**config.mk**
```make
export PLATFORM = sky130hd
export DESIGN_NAME = diff_out_arbiter_flat
export DESIGN_NICKNAME = d
export VERILOG_FILES = /design/src/rtl/diff_out_arbiter_if.sv /design/src/rtl/diff_out_arbiter.sv /design/src/flat_wrapper.sv
export SDC_FILE = /design/constraint.sdc
export NUM_CORES = 1
export LEC_CHECK = 0
export BUFFER_PORTS_ARGS = -buffer_cell sky130_fd_sc_hd__buf_2
export CORE_AREA = 2 2 39 41
export DETAILED_ROUTE_END_ITERATION = 16
export DIE_AREA = 0 0 41 43
export PLACE_DENSITY = 0.57
export SYNTH_ARGS = -nofsm -noshare
export SYNTH_HDL_FRONTEND = slang
export SYNTH_SLANG_ARGS = --single-unit
```
**constraint.sdc**
```tcl
create_clock -name clk -period 1.2 [get_ports clk]
set_input_delay 0.12 -clock clk [delete_from_list [all_inputs] [get_ports clk]]
set_output_delay 0.12 -clock clk [all_outputs]
set_load 0.01 [all_outputs]
```
**src/rtl/diff_out_arbiter_if.sv**
```systemverilog
// diff_out_arbiter_if: requester/pad-side bundle of the shared differential output arbiter.
//   req     N_REQ  level request per requester
//   data    N_REQ  data bit per requester
//   gnt     N_REQ  one-hot grant (registered in the arbiter)
//   obuf_i  1      to OBUFTDS I
//   obuf_t  1      to OBUFTDS T (1 = high-Z)
//   busy    1      arbiter is driving or in turnaround
// Modports: master = user logic side, slave = arbiter side.
interface diff_out_arbiter_if #(
    parameter int unsigned N_REQ = 2
);
    logic [N_REQ-1:0] req;
    logic [N_REQ-1:0] data;
    logic [N_REQ-1:0] gnt;
    logic             obuf_i;
    logic             obuf_t;
    logic             busy;

    modport master (
        output req,
        output data,
        input  gnt,
        input  obuf_i,
        input  obuf_t,
        input  busy
    );

    modport slave (
        input  req,
        input  data,
        output gnt,
        output obuf_i,
        output obuf_t,
        output busy
    );
endinterface

```
**src/rtl/diff_out_arbiter.sv**
```systemverilog
// diff_out_arbiter: shares one differential tristate pair (OBUFTDS I/T) among N_REQ
// requesters with round-robin arbitration and a high-Z turnaround gap between owners.
// All outputs are registered; the OBUFTDS primitive lives outside this block.
// Ports:
//   clk  in   system clock, all logic on posedge
//   rst  in   synchronous reset, active-high
//   bus  slave modport of diff_out_arbiter_if (req, data in; gnt, obuf_i, obuf_t, busy out)
// Parameters:
//   N_REQ       number of requesters (>= 2)
//   TURNAROUND  high-Z cycles after each release (>= 0)
//   MAX_HOLD    max drive cycles per grant, only with DIFF_OUT_ARB_TIMEOUT_EN (>= 1)
// Configuration macro:
//   DIFF_OUT_ARB_TIMEOUT_EN  when defined, a grant is force-released after MAX_HOLD cycles.
module diff_out_arbiter #(
    parameter int unsigned N_REQ      = 2,
    parameter int unsigned TURNAROUND = 2,
    parameter int unsigned MAX_HOLD   = 16
) (
    input logic                clk,
    input logic                rst,
    diff_out_arbiter_if.slave  bus
);

    localparam int unsigned IDX_W  = (N_REQ > 1) ? $clog2(N_REQ) : 1;
    localparam int unsigned TCNT_W = (TURNAROUND > 1) ? $clog2(TURNAROUND + 1) : 1;

    typedef enum logic [1:0] {
        StIdle,
        StDrive,
        StTurn
    } state_e;

    state_e             state_q, state_d;
    logic [IDX_W-1:0]   owner_q, owner_d;
    logic [IDX_W-1:0]   ptr_q, ptr_d;
    logic [TCNT_W-1:0]  tcnt_q, tcnt_d;
    logic [N_REQ-1:0]   gnt_q, gnt_d;
    logic               obuf_t_q, obuf_t_d;
    logic               obuf_i_q, obuf_i_d;
    logic               busy_q, busy_d;

    logic               win_found;
    logic [IDX_W-1:0]   win_idx;
    logic [IDX_W-1:0]   cand;
    logic [IDX_W-1:0]   next_ptr;
    logic               release_now;

`ifdef DIFF_OUT_ARB_TIMEOUT_EN
    localparam int unsigned HCNT_W = (MAX_HOLD > 1) ? $clog2(MAX_HOLD + 1) : 1;
    logic [HCNT_W-1:0]  hcnt_q, hcnt_d;

    // Hold limit reached counts as a release even while req stays high.
    assign release_now = !bus.req[owner_q] || (hcnt_q == HCNT_W'(MAX_HOLD));
`else
    logic unused_cfg;
    assign unused_cfg  = ^MAX_HOLD;
    assign release_now = !bus.req[owner_q];
`endif

    // Round-robin search: first high request starting at ptr, wrapping modulo N_REQ.
    always_comb begin
        win_found = 1'b0;
        win_idx   = '0;
        cand      = '0;
        for (int i = 0; i < int'(N_REQ); i++) begin
            cand = IDX_W'((int'(ptr_q) + i) % int'(N_REQ));
            if (!win_found && bus.req[cand]) begin
                win_found = 1'b1;
                win_idx   = cand;
            end
        end
    end

    assign next_ptr = IDX_W'((int'(owner_q) + 1) % int'(N_REQ));

    always_comb begin
        state_d  = state_q;
        owner_d  = owner_q;
        ptr_d    = ptr_q;
        tcnt_d   = tcnt_q;
        gnt_d    = gnt_q;
        obuf_t_d = obuf_t_q;
        obuf_i_d = obuf_i_q;
        busy_d   = busy_q;
`ifdef DIFF_OUT_ARB_TIMEOUT_EN
        hcnt_d   = hcnt_q;
`endif

        unique case (state_q)
            StIdle: begin
                gnt_d    = '0;
                obuf_t_d = 1'b1;
                obuf_i_d = 1'b0;
                busy_d   = 1'b0;
                if (win_found) begin
                    state_d          = StDrive;
                    owner_d          = win_idx;
                    gnt_d[win_idx]   = 1'b1;
                    obuf_t_d         = 1'b0;
                    obuf_i_d         = bus.data[win_idx];
                    busy_d           = 1'b1;
`ifdef DIFF_OUT_ARB_TIMEOUT_EN
                    hcnt_d           = HCNT_W'(1);
`endif
                end
            end

            StDrive: begin
                if (release_now) begin
                    gnt_d    = '0;
                    obuf_t_d = 1'b1;
                    obuf_i_d = 1'b0;
                    ptr_d    = next_ptr;
                    if (TURNAROUND == 0) begin
                        state_d = StIdle;
                        busy_d  = 1'b0;
                    end else begin
                        state_d = StTurn;
                        tcnt_d  = TCNT_W'(TURNAROUND);
                        busy_d  = 1'b1;
                    end
                end else begin
                    // Pad follows the owner's data with one cycle of latency.
                    obuf_i_d = bus.data[owner_q];
`ifdef DIFF_OUT_ARB_TIMEOUT_EN
                    hcnt_d   = hcnt_q + HCNT_W'(1);
`endif
                end
            end

            StTurn: begin
                gnt_d    = '0;
                obuf_t_d = 1'b1;
                obuf_i_d = 1'b0;
                busy_d   = 1'b1;
                // Requests are ignored here; the IDLE cycle that follows is part of the gap.
                if (tcnt_q <= TCNT_W'(1)) begin
                    state_d = StIdle;
                    tcnt_d  = '0;
                    busy_d  = 1'b0;
                end else begin
                    tcnt_d = tcnt_q - TCNT_W'(1);
                end
            end

            default: begin
                state_d  = StIdle;
                gnt_d    = '0;
                obuf_t_d = 1'b1;
                obuf_i_d = 1'b0;
                busy_d   = 1'b0;
            end
        endcase
    end

    always_ff @(posedge clk) begin
        if (rst) begin
            state_q  <= StIdle;
            owner_q  <= '0;
            ptr_q    <= '0;
            tcnt_q   <= '0;
            gnt_q    <= '0;
            obuf_t_q <= 1'b1;
            obuf_i_q <= 1'b0;
            busy_q   <= 1'b0;
`ifdef DIFF_OUT_ARB_TIMEOUT_EN
            hcnt_q   <= '0;
`endif
        end else begin
            state_q  <= state_d;
            owner_q  <= owner_d;
            ptr_q    <= ptr_d;
            tcnt_q   <= tcnt_d;
            gnt_q    <= gnt_d;
            obuf_t_q <= obuf_t_d;
            obuf_i_q <= obuf_i_d;
            busy_q   <= busy_d;
`ifdef DIFF_OUT_ARB_TIMEOUT_EN
            hcnt_q   <= hcnt_d;
`endif
        end
    end

    assign bus.gnt    = gnt_q;
    assign bus.obuf_t = obuf_t_q;
    assign bus.obuf_i = obuf_i_q;
    assign bus.busy   = busy_q;

endmodule

```
**src/flat_wrapper.sv**
```systemverilog
// flat-port wrapper written by rule: the top's interface ports become plain ports
module diff_out_arbiter_flat 
#(
    parameter int unsigned N_REQ      = 2,
    parameter int unsigned TURNAROUND = 2,
    parameter int unsigned MAX_HOLD   = 16
)
  (clk, rst, bus_req, bus_data, bus_gnt, bus_obuf_i, bus_obuf_t, bus_busy);
  diff_out_arbiter_if #(.N_REQ(N_REQ)) bus_i ();
  input logic clk;
  input logic rst;
  input wire logic [$bits(bus_i.req)-1:0] bus_req;
  input wire logic [$bits(bus_i.data)-1:0] bus_data;
  output wire logic [$bits(bus_i.gnt)-1:0] bus_gnt;
  output wire logic [$bits(bus_i.obuf_i)-1:0] bus_obuf_i;
  output wire logic [$bits(bus_i.obuf_t)-1:0] bus_obuf_t;
  output wire logic [$bits(bus_i.busy)-1:0] bus_busy;
  assign bus_i.req = bus_req;
  assign bus_i.data = bus_data;
  assign bus_gnt = bus_i.gnt;
  assign bus_obuf_i = bus_i.obuf_i;
  assign bus_obuf_t = bus_i.obuf_t;
  assign bus_busy = bus_i.busy;
  diff_out_arbiter #(.N_REQ(N_REQ), .TURNAROUND(TURNAROUND), .MAX_HOLD(MAX_HOLD)) u_core (.clk(clk), .rst(rst), .bus(bus_i));
endmodule
```
==> impl_metrics.yaml <==
layout:
  drive_gt1_frac: 0.3056
  syn_to_final_growth_pct: 29.89
  antennaDiodeCount: 0
  fillerInstances: 150
  mostFrequentLayoutCells: "buf_2 (10), dfxtp_1 (10), a21oi_1 (8), nor2_1 (7), o21ai_0 (6)"
  ff_latch_area_um2: 221.5
  nets: 79
  multi_input_area_um2: 239.0
  stdcell_area_um2: 598.1
  final_util: 0.4322
setup_path:
  slowest_delay_ps: 360
  worstPathArrival_ps: 1270
  path_cells: "mux2i_2, nand2b_1, a31oi_1, nor2_1"
  required_ps: 1360
  path_class: "register to register"
  crit_cells: 4
  crit_slowest_cell: "dfxtp_2"
  end_kind: "register"
  cp_top_family: "flip-flops"
  cp_max_fo: 3
  cp-start-kind: "register"
  r2r_cells: 4
  path_buf_inv: 0
global_route:
  grt_use_total: 0.1335
  grt_antenna_before_repair: 0
  grt_remaining_overflow: 0
  grt_max_degree: 12
  grt_pass1_wl_um: 1490
  grt_pass1_vias: 374
clock_tree:
  clock-root-buffer: "clkbuf_4"
  h-tree-depth: 1
  worstSkewPairLatency_ps: 270
  cts_made_buffers: 3
  hold_buffers: 0
  clockBufferDepth: 2
  clkTransAtPathRegs_ps: 70
  clkSinkCount: 11
  cts_tree: "yes"
floorplanning:
  fp-row-count: 14
  die_x_um: 41
  start_util: 0.3327
  core_um2: 1384
  io_pins: 11
  die_h_um: 43
  die_area_um2: 1763
yosys:
  synth.net_count: 60
  synth_area_um2: 460.4
  ys_seq_area_frac: 0.4783
  yosys-top-cells-area: "dfxtp_1 (48%), a21oi_1 (8.7%), o21ai_0 (6.5%), nor2_1 (5.7%), nand2b_1 (5.4%)"
  synth-seq-cells: 11
  yosys.area.top_type: "dfxtp_1"
  syn_area_per_cell_um2: 8.527
  yosys_warnings: 0
  yosys.cell_types.count: 20
  synthCells: 54
  synth_top_cell_area_share: 0.4783
timing:
  slew_viol_final: 0
  fin_crit_ps: 1106
  final_hold_viol_count: 0
  max_freq_mhz: 904.5
  fin_crit_sh: 0.9213
  grt_setup_unrepaired: "no"
  final.setup.worst_slack_ps: 94.39
  tightest_slew_ps: 219.3
  finalSetupTns_ps: 0
  final-setup-viol-count: 0
  fin_skew_ps: 0.2058
  slew_headroom: 0.8509
status:
  status: "finished, final reports clean"
drt:
  drtAntennaViolNets: 0
  first_pass_iters: 4
  via_per_inst: 5.034
  drc: 0
  dr.first_iter.drc_count: 8
  wire_per_inst_um: 11.65
  num_vias: 443
  drt-total-wl_um: 1025
worst_hold_path:
  holdPathStages: 2
  worstHoldPathType: "input pin to register"
placement:
  gpl.final_weighted_congestion: 0.7250
  dp_hpwl_um: 733.8
  io_buffers: 10
  placed_area_um2: 556.8
  dp_slack_ps: 49.68
run:
  maxCapViolCount: 0
power:
  p_total_w: 0.0008490
  leakagePower_nw: 0.2559
  cellPowerDensity_nw_per_um2: 1420
  ir_worst_vdd_mv: 0.4926
[cells by family (layout without fill, tap and decap cells)]
logic type / after synthesis / in the layout / synth area share
buf+inv: 2 / 20 / 0.01629
flops: 11 / 11 / 0.4783
mux: 2 / 2 / 0.04348
simple gates: 20 / 20 / 0.2255
compound gates: 19 / 19 / 0.2364
[path summary, 6_finish.rpt]
path / start / to / slack [ps]
setup / recovery: u_core.owner_q / u_core.tcnt_q[0] / 90
hold / removal: rst / u_core.owner_q / 160
setup reg to reg: u_core.owner_q / u_core.tcnt_q[0] / 90
hold reg to reg: u_core.bus.gnt[1] / u_core.bus.gnt[1] / 450
[metal layers]
layer | part of all wire | up-vias | GRT usage
li1 | - | 226 | -
met1 | 0.49 | 202 | 0.1776
met2 | 0.43 | 11 | 0.1594
met3 | 0.048 | 4 | 0.03141
met4 | 0.033 | 0 | 0.1400
met5 | 0 | - | 0
[state kept, by name, indices dropped and copies added, names as in the netlist]
register           cells
u_core.bus.busy        1
u_core.bus.gnt         2
u_core.bus.obuf_i      1
u_core.bus.obuf_t      1
u_core.owner_q         1
u_core.ptr_q           1
u_core.state_q         2
u_core.tcnt_q          2
[worst register-to-register path, cell delays in order, from the launching register on]
cell	delay [ps]
dfxtp_2	360
mux2i_2	270
nand2b_1	140
a31oi_1	180
nor2_1	50
[report_power, final]
part	switching [W]	internal (W)	total, W	leakage, nW
registers	0.0000216	0.000399	0.000421	0.0911
logic	0.0000859	0.0000858	0.000172	0.150
clock network	0.000128	0.000129	0.000257	0.0150
[cell type report]
cell class,count,share of cell area
flip-flops and latches,11,0.3703
inverters,1,0.006276
repair buffers,15,0.1464
multi-input cells,41,0.3996
well taps,16,0.03347
clock buffers,4,0.04393
[metrics by stage]
| stage | hold WS [ps] | std cells |
|---|---|---|
| final | 158.0 | 88 |
| after global routing | 169.2 | 88 |
| after CTS | 163.1 | 87 |
| after detailed placement | 446.3 | 83 |
| after global placement | 441.8 | 83 |
| after floorplan | 221.5 | 54 |
[synth_stat cells]
library cell / number
dfxtp_1: 11
a21oi_1: 8
nor2_1: 7
o21ai_0: 6
nand2b_1: 4
nand2_1: 3
mux2i_1: 2
a21boi_1: 1
a22oi_1: 1
a31oi_1: 1
clkbuf_1: 1
inv_1: 1
nand3_1: 1
nand3b_1: 1
nor3_1: 1
nor3_2: 1
o21bai_1: 1
o32a_1: 1
or2_1: 1
or2b_1: 1
[repair_timing]
item | CTS | global route
resized for setup | 0 | 3
setup endpoints to repair | 0 | 3
buffers inserted | 0 | 1
Note: power is estimated with default switching activity, not from simulation.
